**src/rtl/if_stage_if.sv**
```systemverilog
// Instruction-memory handshake bundle between the fetch stage and imem.
//   imem_req   : fetch request (fetch -> mem)
//   imem_addr  : fetch address, held stable while a request waits (fetch -> mem)
//   imem_ready : memory accepts the request this cycle (mem -> fetch)
//   imem_rdata : instruction word, valid with imem_ready (mem -> fetch)
interface if_stage_if;
    logic        imem_req;
    logic [31:0] imem_addr;
    logic        imem_ready;
    logic [31:0] imem_rdata;

    modport master (output imem_req, output imem_addr,
                    input  imem_ready, input imem_rdata);
    modport slave  (input  imem_req, input imem_addr,
                    output imem_ready, output imem_rdata);
endinterface

```
**src/rtl/if_stage.sv**
```systemverilog
// Instruction-fetch stage: owns the PC, fetches over a req/ready handshake,
// absorbs wait states, hazard freezes and branch redirects, and drives the
// IF/ID register consumed by decode.
//   clk, rst          : clock, synchronous active-high reset
//   freeze            : hazard stall, IF/ID and PC hold
//   branch_taken/addr : redirect request and target from EXE
//   imem              : instruction-memory handshake (master side)
//   Instruction/PC/valid : IF/ID register (PC is instruction address + 4)
module if_stage #(
    parameter logic [31:0] RESET_PC = 32'h0
) (
    input  logic        clk,
    input  logic        rst,
    input  logic        freeze,
    input  logic        branch_taken,
    input  logic [31:0] branch_addr,
    if_stage_if.master  imem,
    output logic [31:0] Instruction,
    output logic [31:0] PC,
    output logic        valid
);
    typedef enum logic [1:0] {FETCH, HOLD, DRAIN} state_t;

    state_t      state;
    logic [31:0] pc;
    logic [31:0] buf_instr;
    logic [31:0] buf_pc;
    logic [31:0] redir_pc;
    logic [31:0] pc_inc;

    assign pc_inc = pc + 32'd4;

    // The address must stay on pc during DRAIN so the outstanding request
    // completes at the address it was issued with.
    assign imem.imem_req  = !rst && (state != HOLD);
    assign imem.imem_addr = pc;

    always_ff @(posedge clk) begin
        if (rst) begin
            state       <= FETCH;
            pc          <= RESET_PC;
            buf_instr   <= '0;
            buf_pc      <= '0;
            redir_pc    <= '0;
            Instruction <= '0;
            PC          <= '0;
            valid       <= 1'b0;
        end else begin
            case (state)
                FETCH: begin
                    if (branch_taken) begin
                        Instruction <= '0;
                        PC          <= '0;
                        valid       <= 1'b0;
                        buf_instr   <= '0;
                        buf_pc      <= '0;
                        if (imem.imem_ready) begin
                            pc <= branch_addr;  // returned word dropped
                        end else begin
                            redir_pc <= branch_addr;
                            state    <= DRAIN;
                        end
                    end else if (imem.imem_ready) begin
                        pc <= pc_inc;
                        if (freeze) begin
                            // IF/ID is stalled: park the word until release
                            buf_instr <= imem.imem_rdata;
                            buf_pc    <= pc_inc;
                            state     <= HOLD;
                        end else begin
                            Instruction <= imem.imem_rdata;
                            PC          <= pc_inc;
                            valid       <= 1'b1;
                        end
                    end else if (!freeze) begin
                        Instruction <= '0;
                        PC          <= '0;
                        valid       <= 1'b0;
                    end
                end
                HOLD: begin
                    if (branch_taken) begin
                        Instruction <= '0;
                        PC          <= '0;
                        valid       <= 1'b0;
                        buf_instr   <= '0;
                        buf_pc      <= '0;
                        pc          <= branch_addr;
                        state       <= FETCH;
                    end else if (!freeze) begin
                        Instruction <= buf_instr;
                        PC          <= buf_pc;
                        valid       <= 1'b1;
                        state       <= FETCH;
                    end
                end
                DRAIN: begin
                    Instruction <= '0;
                    PC          <= '0;
                    valid       <= 1'b0;
                    if (imem.imem_ready) begin
                        // a branch arriving on the completing edge is newest
                        pc    <= branch_taken ? branch_addr : redir_pc;
                        state <= FETCH;
                    end else if (branch_taken) begin
                        redir_pc <= branch_addr;
                    end
                end
                default: state <= FETCH;
            endcase
        end
    end
endmodule

```
**src/flat_wrapper.sv**
```systemverilog
// flat-port wrapper written by rule: the top's interface ports become plain ports
module if_stage_flat 
#(
    parameter logic [31:0] RESET_PC = 32'h0
)
  (clk, rst, freeze, branch_taken, branch_addr, Instruction, PC, valid, imem_imem_req, imem_imem_addr, imem_imem_ready, imem_imem_rdata);
  if_stage_if imem_i ();
  input  logic clk;
  input  logic rst;
  input  logic freeze;
  input  logic branch_taken;
  input  logic [31:0] branch_addr;
  output logic [31:0] Instruction;
  output logic [31:0] PC;
  output logic valid;
  output wire logic [$bits(imem_i.imem_req)-1:0] imem_imem_req;
  output wire logic [$bits(imem_i.imem_addr)-1:0] imem_imem_addr;
  input wire logic [$bits(imem_i.imem_ready)-1:0] imem_imem_ready;
  input wire logic [$bits(imem_i.imem_rdata)-1:0] imem_imem_rdata;
  assign imem_imem_req = imem_i.imem_req;
  assign imem_imem_addr = imem_i.imem_addr;
  assign imem_i.imem_ready = imem_imem_ready;
  assign imem_i.imem_rdata = imem_imem_rdata;
  if_stage #(.RESET_PC(RESET_PC)) u_core (.clk(clk), .rst(rst), .freeze(freeze), .branch_taken(branch_taken), .branch_addr(branch_addr), .imem(imem_i), .Instruction(Instruction), .PC(PC), .valid(valid));
endmodule
```
**config.mk**
```make
export PLATFORM = sky130hd
export DESIGN_NAME = if_stage_flat
export DESIGN_NICKNAME = d
export VERILOG_FILES = /design/src/rtl/if_stage_if.sv /design/src/rtl/if_stage.sv /design/src/flat_wrapper.sv
export SDC_FILE = /design/constraint.sdc
export NUM_CORES = 1
export LEC_CHECK = 0
export CAP_MARGIN = 10
export CORE_MARGIN = 8
export CORE_UTILIZATION = 55
export CTS_CLUSTER_DIAMETER = 40
export CTS_CLUSTER_SIZE = 30
export DETAILED_ROUTE_END_ITERATION = 16
export HOLD_SLACK_MARGIN = 0.05
export PLACE_DENSITY = 0.79
export SLEW_MARGIN = 0
export SYNTH_ARGS = -nofsm -noshare
export SYNTH_HDL_FRONTEND = slang
export SYNTH_SLANG_ARGS = --single-unit
```
**constraint.sdc**
```tcl
create_clock -name clk -period 4.6 [get_ports clk]
set_input_delay 0.69 -clock clk [delete_from_list [all_inputs] [get_ports clk]]
set_output_delay 0.69 -clock clk [all_outputs]
set_load 0.05 [all_outputs]
```
==> metrics.txt, run 1 <==
area of the multi-input gates=just under 5000 µm²; CP Max Fanout=29; CORE AREA=~17,000 µm²; busiest grt layer=met2; io pins=around 170; count leader, synth=dfxtp_1; Unique masters post-synth=66; Hold Path Class=flip-flop to flip-flop; Die X=145.8 µm; Pleak=about 3.9 nW; max-slew violations=0; layout cells sized above 1=under 10%; r2r setup slk=around 1.2 ns; CP endpoint kind=flip-flop; antenna viol nets, final=0; Worst Skew=around 0.0085 ns; CP Data Arrival Time=about 3.8 ns; most common library cells after synthesis=dfxtp_1, nand2_1, a21oi_1; Worst-path clk slew=0.07 ns; fill cell count=1,358; Final Critical Period=3.397 ns; final setup vio count=0; setup_tns=0 ns; post-CTS resize count=0; antenna violations before repair=0; global-route wire length before repair=between 40,000 and 50,000 µm; clk sinks=~200; synth top area cells=dfxtp_1, a21oi_1, nand2_1, nor2_1, a22oi_1; met2 track demand over resource=around 36%; Final Hold Violating Endpoints=0; H-tree Lvls=4; Slew @ Worst Pin=1.160 ns; router iterations before antenna repair=5; EDFF count, synth=0; Overflow after GRT=0; number of global-route vias before repair=roughly 8,300; Yosys warnings=0; area delta synth->final=23.86%; RSZ-0062 raised after global routing=false; fmax=~290 MHz; Async SR Flop Fraction=0%; WL per Instance=about 18 µm; Peak VDD IR=between 0.2 and 0.3 mV; Port Buffers=roughly 170; Setup Buffers After CTS=0; final wirelength=between 20,000 and 30,000 µm; GR Util met3=roughly 4.7%; mapped cell area=9260 µm²; met1 usage in global routing=35.78%; 1st-iter DRT viols=between 1,000 and 1,500; dominant synthesized flop cell=dfxtp_1; Die Span Y=145.8 µm; CTS tree=yes; Post-Syn Nets=1,227; root buffer cell=clkbuf_16; data required time of the worst path=between 4 and 5 ns; outcome=finished, final reports clean; Power Dens Cells=between 400 and 500 nW/µm²; Skew-Pair Late Insertion Delay=approximately 0.43 ns; row count=47; Synth top area share=42.16%; startpoint types=flip-flop; number of max-cap violations=0; CTS Buffer Depth=2; cell taking the most area after synthesis=dfxtp_1; Initial Util=between 50% and 60%; HPWL Detailed=between 15,000 and 20,000 µm; crit path kind=flip-flop to flip-flop; Nets=about 1,300; Seq. cell area=about 4000 µm²; CTS buffer count=17; fin crit share=roughly three quarters; CTS Hold Bufs=0; # DRC=0; Post-Syn Instances=between 1,000 and 1,500; vias per inst=between 6 and 7; largest net degree at the start of global routing=roughly 110; Mean Syn Cell Area=approximately 8 µm²; Final Total Pwr=4.827 mW; Synth Register Bits=between 150 and 200; All-Layer GR Usage=24.78%; post-synthesis sequential area ratio=between 40% and 50%; die area=about 21,000 µm²; Slew HR=between 20% and 30%; total number of vias=roughly 9,000; RePlAce Congestion=approximately 0.94
[registers in the layout, summed over array words and instances, names as in the netlist]
register and flops:
u_core.PC 32, u_core.state 2, u_core.buf_instr 32, u_core.imem.imem_addr 32, u_core.valid 1, u_core.redir_pc 32, u_core.buf_pc 32, u_core.Instruction 32
[through the flow]
stage | hold WS [ns] | utilization (%) | std cells | instance area (µm²) | setup slack [ns]
4_1_cts | 0.4521 | 69.40 | 1478 | 11470 | 1.247
6_report | 0.4514 | 69.41 | 1479 | 11470 | 1.203
2_1_floorplan | 0.4168 | - | 1153 | 9260 | 1.879
3_3_place_gp | 0.4263 | 65.86 | 1448 | 10880 | 1.369
3_5_place_dp | 0.4367 | 65.86 | 1448 | 10880 | 1.281
5_1_grt | 0.4707 | 69.40 | 1478 | 11470 | 0.9659
[layout make-up]
cell class / instances / share of cell area, %
Tap cell: 220 / 2.400
Inverter: 12 / 0.3927
Clock inverter: 9 / 0.9054
Antenna cell: 1 / 0.02182
Sequential cell: 195 / 34.03
Multi-Input combinational cell: 840 / 42.62
Clock buffer: 21 / 4.189
Timing Repair Buffer: 181 / 15.44
[cell families after synthesis]
| logic type | count (synthesis) | synth area share, % |
|---|---|---|
| simple gates | 451 | 23.59 |
| compound gates | 363 | 26.00 |
| flops | 195 | 42.16 |
| buf+inv | 118 | 5.513 |
| xor+xnor | 17 | 1.608 |
| fa+ha+maj | 5 | 0.6756 |
| mux | 4 | 0.4594 |
[per-layer routing]
metal  routed length, µm  share of wire (%)
met2               12010                 45
met3                2117                7.9
met5                   0                  0
met4                 501                1.9
met1               12220                 46
[cell usage in the layout, fill, tap and decap left out, types with 3 or more instances in the layout]
| master | instances |
|---|---|
| nor3_2 | 4 |
| or2_2 | 3 |
| nor4_1 | 5 |
| nor4_2 | 7 |
| a211oi_1 | 34 |
| xnor2_1 | 13 |
| o22ai_1 | 5 |
| ha_1 | 5 |
| or4_1 | 3 |
| clkbuf_16 | 17 |
| a22oi_1 | 43 |
| buf_4 | 15 |
| and4_1 | 4 |
| inv_1 | 11 |
| a21oi_1 | 156 |
| or3_1 | 6 |
| and3_1 | 8 |
| nor4_4 | 3 |
| o21ai_0 | 38 |
| dfxtp_1 | 195 |
| and2_1 | 5 |
| o21ai_1 | 5 |
| clkbuf_8 | 4 |
| o31a_1 | 8 |
| nand2_1 | 157 |
| nor2_1 | 117 |
| nand3_1 | 47 |
| a2111oi_2 | 14 |
| clkdlybuf4s50_1 | 164 |
| a221oi_1 | 25 |
| xor2_1 | 4 |
| nand4_1 | 6 |
| clkinv_2 | 4 |
| o31ai_1 | 3 |
| nor2b_1 | 3 |
| nor3_1 | 56 |
| a22o_1 | 5 |
[final timing paths]
| path | from | to | cells past startpoint |
|---|---|---|---|
| hold reg to reg | u_core.buf_instr[18]$_SDFFE_PP0P_ | u_core.buf_instr[18]$_SDFFE_PP0P_ | 2 |
| hold / removal | u_core.buf_instr[18]$_SDFFE_PP0P_ | u_core.buf_instr[18]$_SDFFE_PP0P_ | 2 |
| setup reg to reg | u_core.state[1]$_SDFFE_PP0P_ | u_core.PC[23]$_SDFFE_PP0P_ | 8 |
| setup / recovery | u_core.state[1]$_SDFFE_PP0P_ | u_core.PC[23]$_SDFFE_PP0P_ | 8 |
[critical path: stages (launching register included)]
cell and delay [ns]:
dfxtp_1 0.45, inv_1 0.11, ha_1 0.97, nor2b_1 0.29, and2_1 0.62, buf_4 0.31
a21oi_1 0.11, a211o_1 0.35, a21oi_1 0.12
[where the power goes]
part | switching (mW) | internal [mW]
sequential | 0.159 | 1.82
combinational | 0.898 | 0.464
clock | 0.631 | 0.851
total | 1.69 | 3.14
No activity file was read; power rests on OpenSTA's default activity.
==> inputs of run 2 (changes only) <==
--- a/config.mk
+++ b/config.mk
@@ -7,12 +7,12 @@
 export LEC_CHECK = 0
 export CAP_MARGIN = 10
 export CORE_MARGIN = 8
-export CORE_UTILIZATION = 55
+export CORE_UTILIZATION = 53
 export CTS_CLUSTER_DIAMETER = 40
 export CTS_CLUSTER_SIZE = 30
 export DETAILED_ROUTE_END_ITERATION = 16
 export HOLD_SLACK_MARGIN = 0.05
-export PLACE_DENSITY = 0.79
+export PLACE_DENSITY = 0.76
 export SLEW_MARGIN = 0
 export SYNTH_ARGS = -nofsm -noshare
 export SYNTH_HDL_FRONTEND = slang
==> constraint.sdc (replaced) <==
create_clock -name clk -period 3.3 [get_ports clk]
set_input_delay 0.495 -clock clk [delete_from_list [all_inputs] [get_ports clk]]
set_output_delay 0.495 -clock clk [all_outputs]
set_load 0.05 [all_outputs]
==> metrics.txt, run 2 (same netlist as run 1, synthesis figures left out) <==
Slew HR=38.43% (was 22.68%); WL per Instance=18.62 µm (was 18.15 µm); Worst Skew=0.007204 ns (was 0.008493 ns); Buf+Inv Stages, Crit Path=3 (was 2); crit path kind=flip-flop to output port (was flip-flop to flip-flop); antenna violations before repair=0 (unchanged); Port Buffers=166 (unchanged); outcome=finished, final reports clean (unchanged); Worst-path clk slew=0.07 ns (about the same); Die Span Y=148.2 µm (was 145.8 µm); Peak VDD IR=0.4220 mV (was 0.2869 mV); commonest non-fill, non-tap cell in the layout=dfxtp_1 (unchanged); global-route wire length before repair=44,880 µm (was 44,150 µm); HPWL Detailed=19,030 µm (was 18,200 µm); RSZ-0062 raised after global routing=false (unchanged); Initial Util=53.91% (was 56.04%); max-slew violations=0 (unchanged); number of max-cap violations=0 (unchanged); CTS Buffer Depth=2 (unchanged); setup_tns=0 ns (unchanged); layout cells sized above 1=8.353% (was 7.552%); commonest non-fill, non-tap cells in the layout=dfxtp_1, clkdlybuf4s50_1, nand2_1, a21oi_1, nor2_1 (unchanged); H-tree Lvls=4 (unchanged); fin crit share=a little under nine tenths; CP Data Arrival Time=2.35 ns (was 3.76 ns); Final Critical Period=approximately 2.8 ns; post-CTS resize count=0 (unchanged); r2r setup slk=0.45 ns (was 1.20 ns); CP endpoint kind=output port (was flip-flop); area delta synth->final=25.27% (was 23.86%); Slew @ Worst Pin=0.9217 ns (was 1.160 ns); CTS Hold Bufs=0 (unchanged); CP peak stage delay=0.81 ns (was 0.97 ns); Hold Path Class=input pin to flip-flop (was flip-flop to flip-flop); Final Hold Violating Endpoints=0 (unchanged); Overflow after GRT=0 (unchanged); largest net degree at the start of global routing=76 (was 106); router iterations before antenna repair=6 (was 5); row count=48 (was 47); final setup vio count=0 (unchanged); root buffer cell=clkbuf_16 (unchanged); 1st-iter DRT viols=1,008 (was 1,068); fmax=roughly 350 MHz; delay-heaviest family, CP=buffers and inverters (was adder cells); final wirelength=27,810 µm (was 26,850 µm); Power Dens Cells=594.6 nW/µm² (was 420.9 nW/µm²); total number of vias=9,061 (was 9,014); Critical Path, Cell by Cell=inv_1 -> ha_1 -> buf_4 -> nor2_1 -> clkdlybuf4s50_1 (was inv_1 -> ha_1 -> nor2b_1 -> and2_1 -> buf_4 -> a21oi_1 -> a211o_1 -> a21oi_1); vias per inst=6.065 (was 6.095); data required time of the worst path=2.80 ns (was 4.96 ns); fin util=67.53% (was 69.41%); CORE AREA=17,180 µm² (was 16,520 µm²); post-route cell area=11,600 µm² (was 11,470 µm²); CTS buffer count=17 (unchanged); Pleak=3.963 nW (was 3.897 nW); RePlAce Congestion=0.9114 (was 0.9415); antenna viol nets, final=0 (unchanged); startpoint types=flip-flop (unchanged); number of global-route vias before repair=8,485 (was 8,342); diode count=0 (was 1); All-Layer GR Usage=24.89% (was 24.78%); Slowest cell on crit path=clkdlybuf4s50_1 (was ha_1); # DRC=0 (unchanged); clk sinks=195 (unchanged); die area=21,960 µm² (was 21,240 µm²); Die X=148.2 µm (was 145.8 µm); placed cell area=10,980 µm² (was 10,880 µm²); CP Max Fanout=15 (was 29); CTS tree=yes (unchanged); Nets=1,331 (was 1,321); Setup Buffers After CTS=0 (unchanged); Final Total Pwr=6.898 mW (was 4.827 mW); Skew-Pair Late Insertion Delay=0.43 ns (about the same); WHS=0.4123 ns (was 0.4514 ns); io pins=167 (unchanged)
run 2: routing by layer:
layer,track usage [%],share of wire [%],vias up,routed length [µm]
met1,35.88,47,4277,13020
met2,37.53,44,386,12350
li1,-,-,4370,-
met3,4.406,7.6,28,2125
met4,6.323,1.1,0,318
met5,0,0,-,0
run 2: cell type report:
| cell class | instances | area (µm²) |
|---|---|---|
| Clock inverter | 13 | 183.9 |
| Sequential cell | 195 | 3904 |
| Multi-Input combinational cell | 840 | 4888 |
| Fill cell | 1500 | 5577 |
| Timing Repair Buffer | 191 | 1858 |
| Tap cell | 225 | 281.5 |
| Inverter | 12 | 45.04 |
| Clock buffer | 18 | 439.2 |
run 2: worst register-to-register path, delay by kind of cell, from the launching register on:
kind | cells | cell delay [ns]
AOI/OAI and AO/OA | 2 | 0.45
adders and majority gates | 1 | 0.30
DFF | 1 | 0.44
and+or+nand+nor | 1 | 0.57
buffers and inverters | 3 | 0.92
run 2: worst paths after layout:
| check | startpoint | endpoint | cells after the start |
|---|---|---|---|
| max reg2reg | u_core.state[0]$_SDFFE_PP0P_ | u_core.imem.imem_addr[21]$_SDFFE_PP0P_ | 7 |
| min | rst | u_core.buf_pc[5]$_SDFFE_PP0P_ | 2 |
| max | u_core.state[1]$_SDFFE_PP0P_ | imem_imem_req | 5 |
| min reg2reg | u_core.buf_instr[11]$_SDFFE_PP0P_ | u_core.buf_instr[11]$_SDFFE_PP0P_ | 2 |
run 2: power by group:
part / switching (mW) / total [mW] / internal (mW)
registers: 0.230 / 2.77 / 2.54
logic: 1.27 / 1.93 / 0.660
clock network: 0.909 / 2.19 / 1.29
run 2: per-stage QoR:
step	worst slack, ns	cells
2_1_floorplan	0.9659	1153
3_3_place_gp	0.6211	1463
3_5_place_dp	0.5237	1463
4_1_cts	0.4390	1494
5_1_grt	0.3112	1494
6_report	0.4544	1494
